## src/rtl/demux1_2_reg.sv

```systemverilog
// demux1_2_reg: 1-to-2 demultiplexer with valid/ready handshakes and FIFO-ordered storage.
// Define DEMUX_SKID_EN for 2-entry storage with a registered in_ready; the default build uses 1 entry.
module demux1_2_reg #(
  parameter int N = 32
) (
  input  logic         clk,
  input  logic         rst_n,
  input  logic         in_valid,
  output logic         in_ready,
  input  logic         in_sel,
  input  logic [N-1:0] in_data,
  output logic         out1_valid,
  input  logic         out1_ready,
  output logic [N-1:0] out1_data,
  output logic         out2_valid,
  input  logic         out2_ready,
  output logic [N-1:0] out2_data
);

  logic         w_head_valid;
  logic         w_head_dest;
  logic [N-1:0] w_head_data;
  logic         w_accept;
  logic         w_drain;

  // The ready of the port the head is not destined for is ignored.
  assign w_drain  = w_head_valid & (w_head_dest ? out2_ready : out1_ready);
  assign w_accept = in_valid & in_ready;

`ifdef DEMUX_SKID_EN
  logic [N:0] r_mem [2];
  logic       r_wr_ptr;
  logic       r_rd_ptr;
  logic [1:0] r_count;
  logic       r_in_ready;
  logic [1:0] w_count_nxt;

  // Occupancy after this cycle's accept/drain.
  always_comb begin
    w_count_nxt = r_count;
    if (w_accept && !w_drain) begin
      w_count_nxt = r_count + 2'd1;
    end else if (!w_accept && w_drain) begin
      w_count_nxt = r_count - 2'd1;
    end else begin
      w_count_nxt = r_count;
    end
  end

  // Two-entry ring; in_ready is registered from the next occupancy so it has no path from outX_ready.
  always_ff @(posedge clk or negedge rst_n) begin
    if (!rst_n) begin
      r_mem[0]   <= {(N+1){1'b0}};
      r_mem[1]   <= {(N+1){1'b0}};
      r_wr_ptr   <= 1'b0;
      r_rd_ptr   <= 1'b0;
      r_count    <= 2'd0;
      r_in_ready <= 1'b0;
    end else begin
      if (w_accept) begin
        r_mem[r_wr_ptr] <= {in_sel, in_data};
        r_wr_ptr        <= ~r_wr_ptr;
      end
      if (w_drain) begin
        r_rd_ptr <= ~r_rd_ptr;
      end
      r_count    <= w_count_nxt;
      r_in_ready <= (w_count_nxt != 2'd2);
    end
  end

  assign w_head_valid = (r_count != 2'd0);
  assign w_head_dest  = r_mem[r_rd_ptr][N];
  assign w_head_data  = r_mem[r_rd_ptr][N-1:0];
  assign in_ready     = r_in_ready;
`else
  logic         r_valid;
  logic         r_dest;
  logic [N-1:0] r_data;
  logic         r_en;

  // Single entry; r_en holds in_ready low until the first edge after reset release.
  always_ff @(posedge clk or negedge rst_n) begin
    if (!rst_n) begin
      r_valid <= 1'b0;
      r_dest  <= 1'b0;
      r_data  <= {N{1'b0}};
      r_en    <= 1'b0;
    end else begin
      r_en <= 1'b1;
      if (w_accept) begin
        r_valid <= 1'b1;
        r_dest  <= in_sel;
        r_data  <= in_data;
      end else if (w_drain) begin
        r_valid <= 1'b0;
      end else begin
        r_valid <= r_valid;
      end
    end
  end

  assign w_head_valid = r_valid;
  assign w_head_dest  = r_dest;
  assign w_head_data  = r_data;
  assign in_ready     = r_en & (~r_valid | w_drain);
`endif

  assign out1_valid = w_head_valid & ~w_head_dest;
  assign out2_valid = w_head_valid & w_head_dest;
  assign out1_data  = out1_valid ? w_head_data : {N{1'b0}};
  assign out2_data  = out2_valid ? w_head_data : {N{1'b0}};

endmodule

```

## config.mk

```make
export PLATFORM = sky130hd
export DESIGN_NAME = demux1_2_reg
export DESIGN_NICKNAME = d
export VERILOG_FILES = /design/src/rtl/demux1_2_reg.sv
export SDC_FILE = /design/constraint.sdc
export NUM_CORES = 1
export LEC_CHECK = 0
export CORE_ASPECT_RATIO = 1.1
export CORE_MARGIN = 2
export CORE_UTILIZATION = 42
export DETAILED_ROUTE_END_ITERATION = 10
export PLACE_DENSITY = 0.92
export SLEW_MARGIN = 20
export SYNTH_ARGS = -nofsm -noshare
export SYNTH_HDL_FRONTEND = slang
export SYNTH_SLANG_ARGS = --single-unit
```

## constraint.sdc

```tcl
create_clock -name clk -period 2.47 [get_ports clk]
set_input_delay 0.3705 -clock clk [delete_from_list [all_inputs] [get_ports clk]]
set_output_delay 0.3705 -clock clk [all_outputs]
set_load 0.05 [all_outputs]
```

==> impl_metrics.tcl <==
set metrics [dict create \
    status "complete, no violations" \
    drc_errors 0 \
    ir_drop_mv 0.511 \
    grt_pass1_vias 1689 \
    design_area_mm2 0.00373 \
    dpl_cell_area_mm2 0.00364 \
    synthCells 160 \
    grt_pass1_wl_mm 8.84 \
    drtIter0Drc 70 \
    vias_per_cell 5.10 \
    p_leak_uw 0.00171 \
    gp_congestion 0.776 \
    grt_overflow 0 \
    fmax_mhz 445 \
    syn_area_per_cell_um2 12.1 \
    drtPass1Iterations 4 \
    routed.top_layer "met4" \
    grt_max_degree 38 \
    endpoint "in_ready" \
    fp-row-count 25 \
    path_max_fanout 16 \
    syn_nets 198 \
    cp_num_buf_inv 2 \
    cts_tree "yes" \
    die_h_um 75.2 \
    clockBufferDepth 2 \
    nNetsFinal 299 \
    drive_gt1_share_pct 44.7 \
    rr_worst_depth 5 \
    cp.depth 5 \
    grt_usage_pct 23.7 \
    cts_hold_buf 0 \
    cts_root_buf "clkbuf_8" \
    reg2reg_slack_ns 0.60 \
    fin_crit_sh_pct 91.0 \
    clock_latency_ns 0.28 \
    synth_compound_area_share_pct 1.68 \
    cp_common_cell "buf_4" \
    cts_resized 0 \
    syn2layout_area_growth_pct 92.4 \
    max_stage_delay_ns 0.56 \
    hold_path.class "in -> async" \
    power_density_mw_per_mm2 672 \
    io_buffers 104 \
    drt-total-wl_mm 5.69 \
    wl_met1_mm 2.09 \
    place_hpwl_mm 4.32 \
    rsz0062_at_grt "false" \
    clkTransAtPathRegs_ns 0.07 \
    cp.required_ns 2.10 \
    initial_core_util_pct 44.2 \
    final_core_util_pct 85.1 \
    fin_crit_ns 2.25 \
    path_class "reg -> out" \
    crit_start "r_dest" \
    critPathLaunchType "flop" \
    synth_xor_xnor_area_share_pct 0 \
    yosysUniqueCellTypes 19 \
    ios 105 \
    setup_tns_ns 0 \
    synthMuxAreaShare_pct 25.1 \
    cts_sinks 35 \
    seq_area_frac_synth_pct 45.2 \
    reg2reg_to "r_data[19]" \
    critPathCaptureType "output pin" \
    route.met2.wl_mm 3.21 \
    report.final.slew_viol_count 0 \
    worstReg2RegStart "r_dest" \
    yosysWarnings 0 \
    cp.arrival_ns 1.88 \
    synth_top_family_by_area "multiplexers" \
    synth-seq-cells 35 \
    core_mm2 0.00438 \
    diodes 0 \
    fin_skew_ns 0.00668 \
    grt_antenna_before_repair 0 \
    cts_buffers 5 \
    slowest_stage "dfrtp_1" \
    path_delay_family "flip-flops" \
    relSlewSlack_pct 48.0 \
    synthAdderAreaFrac_pct 0 \
    setup_viol 0 \
    die_x_um 68.8 \
    vias 1613 \
    yosys.area_share.simple_pct 23.3 \
    wl_per_cell_um 18.0 \
    die_area_mm2 0.00517 \
    cts_setup_buffers 0 \
    crit_chain "buf_4 -> mux2i_2 -> nand2_1 -> and2_1 -> buf_4" \
    ant_nets 0 \
    syn-cell-area_mm2 0.00194 \
    h-tree-depth 2 \
    hold_viol 0 \
    met3_length_um 281 \
    worst_pin_slew_ns 0.780 \
    drv_cap 0 \
]
-- synth_stat cells --
cell | n | area (um2)
mux2_2 | 2 | 22.5
and3_1 | 28 | 175
inv_1 | 1 | 3.75
and2b_2 | 1 | 8.76
and2_1 | 34 | 213
nand2b_1 | 1 | 6.26
and3_2 | 4 | 30.0
conb_1 | 1 | 3.75
o21ai_0 | 2 | 10.0
clkbuf_1 | 9 | 33.8
mux2i_2 | 1 | 13.8
a31oi_1 | 1 | 6.26
clkbuf_2 | 1 | 5.00
a21oi_4 | 1 | 16.3
nand2_1 | 3 | 11.3
mux2_4 | 30 | 450
buf_6 | 4 | 45.0
dfrtp_1 | 35 | 876
nor2b_1 | 1 | 6.26
-- layout by cell type, fill, tap and decap left out --
cell / instances
and2b_2: 1
buf_2: 1
clkbuf_8: 5
nand2b_1: 1
a21oi_4: 1
a31oi_1: 1
buf_4: 5
mux2_2: 2
nand2_1: 3
clkbuf_1: 2
and2_1: 34
dfrtp_1: 35
nor2b_1: 1
and3_2: 4
clkdlybuf4s50_1: 36
mux2i_2: 1
buf_12: 66
inv_1: 1
conb_1: 1
and3_1: 28
o21ai_0: 2
clkinv_2: 1
mux2_4: 30
-- kinds of logic (layout without fill, tap and decap cells) --
family | count (synthesis) | after routing
other | 1 | 1
AO/OA/AOI/OAI | 4 | 4
buffers and inverters | 15 | 117
flip-flops | 35 | 35
AND/OR/NAND/NOR | 72 | 72
multiplexers | 33 | 33
-- state kept, by name, summed over array words and instances (netlist names) --
register	cells
r_valid	1
r_data	32
r_dest	1
r_en	1
-- final cells by class --
type | instances | area (um2)
inverter | 1 | 3.75
fill | 206 | 653
tap | 54 | 67.6
clock buffer | 7 | 76.3
sequential | 35 | 876
multi-input combinational | 110 | 973
timing repair buffer | 108 | 1720
clock inverter | 1 | 5.00
-- worst min path at each step --
stage,cells past startpoint,from,to
after floorplan,0,rst_n,r_data[0]
after global placement,1,rst_n,r_data[7]
after detailed placement,1,rst_n,r_data[7]
after CTS,1,rst_n,r_data[7]
after global routing,1,rst_n,r_data[7]
final,1,rst_n,r_data[7]
-- layer usage --
layer / global-route usage [%] / vias up
met1: 27.6 / 806
met4: 8.06 / 0
met3: 5.08 / 6
li1: - / 741
met2: 42.8 / 60
met5: 0 / -
-- per-stage QoR --
step                      power [uW]  hold slack, ns  std cells  setup slack (ns)
after CTS                       2520           0.180        316             0.211
after detailed placement        2120           0.489        308             0.521
after global routing            2610           0.209        316            0.0899
after global placement          2080           0.472        308             0.560
final                           2500           0.160        316             0.223
after floorplan                 1470          0.0749        160             0.274
-- power by group --
group          total [uW]  switching [uW]  internal (uW)  leakage (uW)
Sequential            787            95.5            691      0.000410
Combinational        1320             649            675       0.00126
Clock                 393             195            198     0.0000422
Total                2500             940           1560       0.00171
(Power assumes the default switching activity.)
